--- config.mk ---
export PLATFORM = sky130hd
export DESIGN_NAME = sync_fifo_param
export DESIGN_NICKNAME = d
export VERILOG_FILES = /design/src/rtl/sync_fifo_param.sv
export SDC_FILE = /design/constraint.sdc
export NUM_CORES = 1
export LEC_CHECK = 0
export CORE_ASPECT_RATIO = 0.5
export CORE_MARGIN = 3
export CORE_UTILIZATION = 25
export DETAILED_ROUTE_END_ITERATION = 8
export PLACE_DENSITY = 0.41
export SETUP_SLACK_MARGIN = 0.4
export SYNTH_ARGS = -nofsm -noshare
export SYNTH_HDL_FRONTEND = slang
export SYNTH_SLANG_ARGS = --single-unit
--- constraint.sdc ---
create_clock -name clk -period 1.9 [get_ports clk]
set_input_delay 0.57 -clock clk [delete_from_list [all_inputs] [get_ports clk]]
set_output_delay 0.57 -clock clk [all_outputs]
set_load 0.05 [all_outputs]
--- src/rtl/sync_fifo_param.sv ---
// sync_fifo_param: parameterised synchronous FIFO with registered status flags and overflow/underflow pulses
module sync_fifo_param #(
    parameter int DATA_WIDTH = 8,
    parameter int DEPTH      = 16,
    parameter int AF_LEVEL   = DEPTH - 2,
    parameter int AE_LEVEL   = 2
) (
    input  logic                    clk,
    input  logic                    rst,
    input  logic                    wr_en,
    input  logic [DATA_WIDTH-1:0]   wdata,
    input  logic                    rd_en,
    output logic [DATA_WIDTH-1:0]   rdata,
    output logic                    rd_valid,
    output logic                    full,
    output logic                    empty,
    output logic                    almost_full,
    output logic                    almost_empty,
    output logic [$clog2(DEPTH):0]  count,
    output logic                    overflow,
    output logic                    underflow
);
    localparam int PW = $clog2(DEPTH);
    localparam logic [PW:0] ONE    = {{PW{1'b0}}, 1'b1};
    localparam logic [PW:0] AF_THR = AF_LEVEL[PW:0];
    localparam logic [PW:0] AE_THR = AE_LEVEL[PW:0];

    logic [DATA_WIDTH-1:0] mem [DEPTH];
    logic [PW:0]           wr_ptr_q, wr_ptr_d, rd_ptr_q, rd_ptr_d, count_q, count_d;
    logic                  full_q, full_d, empty_q, empty_d, af_q, af_d, ae_q, ae_d;
    logic                  rd_valid_q, ovf_q, udf_q, wr_acc, rd_acc;
    logic [DATA_WIDTH-1:0] rdata_q;

    // Accept requests against the registered flags, then derive next pointers, count and flags
    always_comb begin
        wr_acc   = wr_en && !full_q;
        rd_acc   = rd_en && !empty_q;
        wr_ptr_d = wr_acc ? wr_ptr_q + ONE : wr_ptr_q;
        rd_ptr_d = rd_acc ? rd_ptr_q + ONE : rd_ptr_q;
        count_d  = (wr_acc && !rd_acc) ? count_q + ONE :
                   (rd_acc && !wr_acc) ? count_q - ONE : count_q;
        empty_d  = wr_ptr_d == rd_ptr_d;
        full_d   = (wr_ptr_d[PW-1:0] == rd_ptr_d[PW-1:0]) && (wr_ptr_d[PW] != rd_ptr_d[PW]);
        af_d     = count_d >= AF_THR;
        ae_d     = count_d <= AE_THR;
    end

    // Storage array; contents survive reset since pointers alone define occupancy
    always_ff @(posedge clk) begin
        if (!rst && wr_acc) mem[wr_ptr_q[PW-1:0]] <= wdata;
    end

    // State, read data and status registers with synchronous reset
    always_ff @(posedge clk) begin
        if (rst) begin
            wr_ptr_q   <= '0;
            rd_ptr_q   <= '0;
            count_q    <= '0;
            full_q     <= 1'b0;
            empty_q    <= 1'b1;
            af_q       <= 1'b0;
            ae_q       <= 1'b1;
            rdata_q    <= '0;
            rd_valid_q <= 1'b0;
            ovf_q      <= 1'b0;
            udf_q      <= 1'b0;
        end else begin
            wr_ptr_q   <= wr_ptr_d;
            rd_ptr_q   <= rd_ptr_d;
            count_q    <= count_d;
            full_q     <= full_d;
            empty_q    <= empty_d;
            af_q       <= af_d;
            ae_q       <= ae_d;
            if (rd_acc) rdata_q <= mem[rd_ptr_q[PW-1:0]];
            rd_valid_q <= rd_acc;
            ovf_q      <= wr_en && full_q;
            udf_q      <= rd_en && empty_q;
        end
    end

    assign rdata        = rdata_q;
    assign rd_valid     = rd_valid_q;
    assign full         = full_q;
    assign empty        = empty_q;
    assign almost_full  = af_q;
    assign almost_empty = ae_q;
    assign count        = count_q;
    assign overflow     = ovf_q;
    assign underflow    = udf_q;
endmodule
== Word level (Yosys, flattened, before mapping) ==
Memories as Yosys holds them, arrays and structs flattened. A register that Yosys moved wholly into a read port is not among the register bits.
Index checks and enable logic that the tools add are counted.
Storage, ports and cells
  bits in registers: 22
  RAM bits: 128
  output and inout bits: 20
  logic and storage cells: 39
  memories: 1
Memories
  mem: words 16, bits a word 8, read ports 1, clocked after Yosys merged registers in 1, wr ports 1, line 28  | logic [DATA_WIDTH-1:0] mem [DEPTH];
Cells by class
  $add $sub $neg: 4
  magnitude comparators: 2
  equality and inequality tests: 3
  muxes and demuxes: 6
  reduce and logical (&&, ||, !) cells: 13
Operator list (number)
  5-bit two-way mux: 4
  5-bit by 1-bit adder with 5-bit output (second input constant): 3
  1-bit logical AND: 8
  5-bit == test: 1
  5-bit by 4-bit greater-or-equal comparator with 1-bit output (second input constant): 1
  5-bit by 2-bit less-or-equal comparator with 1-bit output (second input constant): 1
  1-bit logical NOT: 5
  5-bit by 1-bit subtractor with 5-bit output (second input constant): 1
  4-bit == test: 1
  1-bit two-way mux: 2
  1-bit inequality test: 1

== Longest topological paths before layout ==
  word-level depth: 7
  mapped depth: 7

== Least setup slack after synthesis ==
No wires, ideal clock.
  kind: register -> register
  start: register count_q[0] (netlist: count[0])
  end: register ae_q (netlist: almost_empty)
  library setup time: 116 ps
  data arrival time: 1774 ps
  required time: 1784 ps
  slack: 10 ps
  cell stages (with the launch flop): 7
  path through: dfxtp_1 -> inv_1 -> ha_1 -> nor3_1 -> a21oi_1 -> o22a_1 -> a41o_1
On the way
  cells in the longest elaborated chain, start to end: 4
  elaborated cells between the ends (all ways): 5
  those cells by class: add/sub: 2; order compare: 1; mux: 2
RTL lines
  start, declared: line 29  | logic [PW:0] wr_ptr_q, wr_ptr_d, rd_ptr_q, rd_ptr_d, count_q, count_d;
  start signal, assigned: line 70  | count_q <= count_d;
  5-bit by 1-bit subtractor with 5-bit output: line 41  | (rd_acc && !wr_acc) ? count_q - ONE : count_q;
  5-bit two-way mux: line 41
  5-bit two-way mux (*): line 40  | count_d = (wr_acc && !rd_acc) ? count_q + ONE :
  5-bit by 2-bit less-or-equal comparator with 1-bit output (*): line 45  | ae_d = count_d <= AE_THR;
  end signal, assigned: line 62  | ae_q <= 1'b1;
  end signal, assigned: line 74  | ae_q <= ae_d;
  end, declared: line 30  | logic full_q, full_d, empty_q, empty_d, af_q, af_d, ae_q, ae_d;
Every way passes the cells marked *; elsewhere a longest branch is shown, timed or not.
A chain may end at the register's enable or synchronous reset.

==> qor.yml <==
outcome: "finished clean"
slew_violations: 0
hp-class: "in -> reg"
p_clk_share_pct: 38.8
cp_slowest_cell: "mux4_2"
cts_tree: "done"
synthMostInstantiatedCell: "edfxtp_1"
crit_required_ns: 2.21
nets: 487
root_buffer: "clkbuf_16"
start_util_pct: 25.89
path_cells: "buf_16, mux4_2, a22oi_2, buf_4, a21oi_1, a21oi_1, nor2_1"
ant_nets: 0
synth_edf_count: 128
maxCapViolCount: 0
grt_max_degree: 19
period_needed_ns: 1.822
cp_common_cell: "a21oi_1"
grt_overflow: 0
synth_top_area_share_pct: 60.65
vias: 3509
syn_area_per_cell_sq_um: 17.55
grt_setup_unrepaired: "yes"
yosys_warnings: 0
fmax_mhz: 548.8
relSlewSlack_pct: 33.78
cts_buffers: 17
place_congestion: 0.7268
fill_cells: 2292
syn_inst: 361
ios: 32
crit_type: "reg -> reg"
tightest_slew_ns: 0.9897
ys_top_cells_by_count: "128 x edfxtp_1, 44 x nor2_1, 30 x dfxtp_1, 19 x mux4_1"
start_kind: "flop"
seq_power_share_pct: 43.8
hold_buffers: 0
crit_arrival_ns: 2.13
synth-seq-cells: 158
cp-end-kind: "flop"
area_delta_synth_final_pct: 41.20
via_per_inst: 4.300
diodes: 0
dieArea_sq_um: 27410
route.detailed.drc: 0
synthTopCellsByArea: "edfxtp_1 61%, dfxtp_1 9.5%, mux4_1 7.9%"
core_area_sq_um: 24470
port_buffers: 31
drive_gt1_share_pct: 51.67
vdd_ir_drop_max_mv: 0.5387
fin_hold_ws_ns: 0.4171
antenna_found_initial: 0
cts_sinks: 158
wl_per_cell_microns: 19.32
timing_hold_violations_final: 0
finalPower_mw: 9.020
synth_nets: 380
p_comb_share_pct: 17.5
p_per_area_nw_per_um2: 1008
path_buf_inv: 2
max_stage_delay_ns: 0.51
p_leak_nw: 2.934
final.period_utilization_pct: 95.90
final-instance-count-excl-fill: 816
grt_pass1_wl_microns: 23720
synth_top_flop_cell: "edfxtp_1"
crit_family: "multiplexers"
rows: 40
drt_wl_total_microns: 15760
dr.pass1.iters: 4
cts.clk_slew.worst_paths_ns: 0.07
ys_types: 40
grt_pass1_vias: 3561
clk_path_buf_depth: 2
sw_frac_of_total_pct: 26.61
setup_viol: 0
drtIter0Drc: 297
place_inst: 758
syn_area_sq_um: 6337
synth_seq_area_share_pct: 70.13
htree_levels: 4
clk_latency_ns: 0.42
async_flop_share_pct: 0
post-dp-hpwl_microns: 9879
dieHeight_microns: 118.6
track_usage_pct: 11.92
path_max_fanout: 9
power.switching_mw: 2.400
die_w_microns: 231.2
synth_largest_area_cell: "edfxtp_1"
intPower_mw: 6.620
fin_skew_ns: 0.008450
[layout make-up]
type | instances | area [sq um] | area share (%)
sequential | 158 | 4498 | 50.27
multi-input combinational | 179 | 2058 | 23.00
timing repair buffer | 106 | 1344 | 15.02
clock buffer | 17 | 425.4 | 4.754
tap | 336 | 420.4 | 4.698
clock inverter | 14 | 177.7 | 1.985
inverter | 6 | 25.02 | 0.2796
[layout by cell type (no fill, tap or decap), types with 3 or more instances in the layout]
| master | count |
|---|---|
| mux4_2 | 32 |
| dfxtp_1 | 7 |
| dfxtp_4 | 10 |
| buf_8 | 20 |
| nand4_1 | 3 |
| buf_4 | 38 |
| xnor2_1 | 6 |
| inv_8 | 3 |
| clkbuf_16 | 17 |
| buf_6 | 12 |
| clkdlybuf4s50_1 | 8 |
| nand2_8 | 3 |
| inv_6 | 4 |
| ha_1 | 3 |
| buf_16 | 3 |
| nand3b_1 | 3 |
| xor2_1 | 7 |
| ha_4 | 3 |
| nor2_4 | 17 |
| inv_1 | 4 |
| nand3_1 | 3 |
| nor2_1 | 26 |
| a21oi_2 | 4 |
| a22oi_2 | 15 |
| xor2_2 | 4 |
| dfxtp_2 | 13 |
| edfxtp_1 | 128 |
| a21oi_1 | 13 |
| buf_12 | 22 |
[power groups by stage]
stage | Clock [mW] | Sequential [mW] | Combinational [mW]
after detailed placement | 0 | 3.98 | 1.18
after floorplan | 0 | 4.16 | 0.630
after CTS | 3.59 | 3.94 | 1.43
after global routing | 3.75 | 3.96 | 1.69
final | 3.50 | 3.95 | 1.58
after global placement | 0 | 3.99 | 1.19
[registers in the layout, summed over array words and instances, names as in the netlist]
name and flops:
almost_empty 1, rd_ptr_q 5, count 5, rdata 8, full 1, rd_valid 1, mem 128, empty 1
almost_full 1, wr_ptr_q 5, underflow 1, overflow 1
[cells by family (layout without fill, tap and decap cells)]
family / count (synthesis) / count (layout) / synth area share, %
flip-flops: 158 / 158 / 70.13
multiplexers: 34 / 34 / 12.81
adder cells (fa/ha/maj): 7 / 7 / 1.382
XOR/XNOR: 18 / 18 / 2.488
AO/OA/AOI/OAI: 42 / 42 / 4.541
AND/OR/NAND/NOR: 78 / 78 / 5.844
buffers and inverters: 24 / 143 / 2.803
[worst paths after layout]
path               start        to  slack [ns]  cells past startpoint
max reg2reg  rd_ptr_q[0]  rdata[0]        0.08                      7
max          rd_ptr_q[0]  rdata[0]        0.08                      7
min reg2reg     rdata[2]  rdata[2]        0.51                      2
min                wr_en  overflow        0.42                      2
[per-layer routing]
metal  vias to the layer above  GRT usage, %  routed length [microns]  share of wire, %
li1                       1631             -                        -                 -
met1                      1831         18.13                     8090                51
met2                        38         16.85                     7021                45
met3                         9         3.179                      547               3.5
met4                         0         2.551                      104              0.66
met5                         -             0                        0                 0
[worst reg2reg max path: cells and delay by family (launching register included)]
kind,cells,cell delay [ns]
mux,1,0.51
flops,1,0.46
compound gates,3,0.35
buf+inv,2,0.34
simple gates,1,0.05
[metrics by stage]
| step | setup TNS [ns] | instance area [sq um] | util, % | setup slack [ns] |
|---|---|---|---|---|
| final | 0 | 8949 | 36.56 | 0.07783 |
| after floorplan | 0 | 6452 | - | 0.2501 |
| after global placement | -49.81 | 7522 | 30.74 | -0.4461 |
| after CTS | 0 | 8627 | 35.25 | 0.05049 |
| after detailed placement | -47.64 | 7522 | 30.74 | -0.4375 |
| after global routing | 0 | 8949 | 36.56 | 0.0004543 |
[timing repair]
action                     4_1_cts  5_1_grt
gates resized for setup         89       60
buffers inserted                14       10
setup endpoints to repair      171      130
pin swaps                       12       24
gates cloned                     3        0
Power figures use the tool's default switching activity.
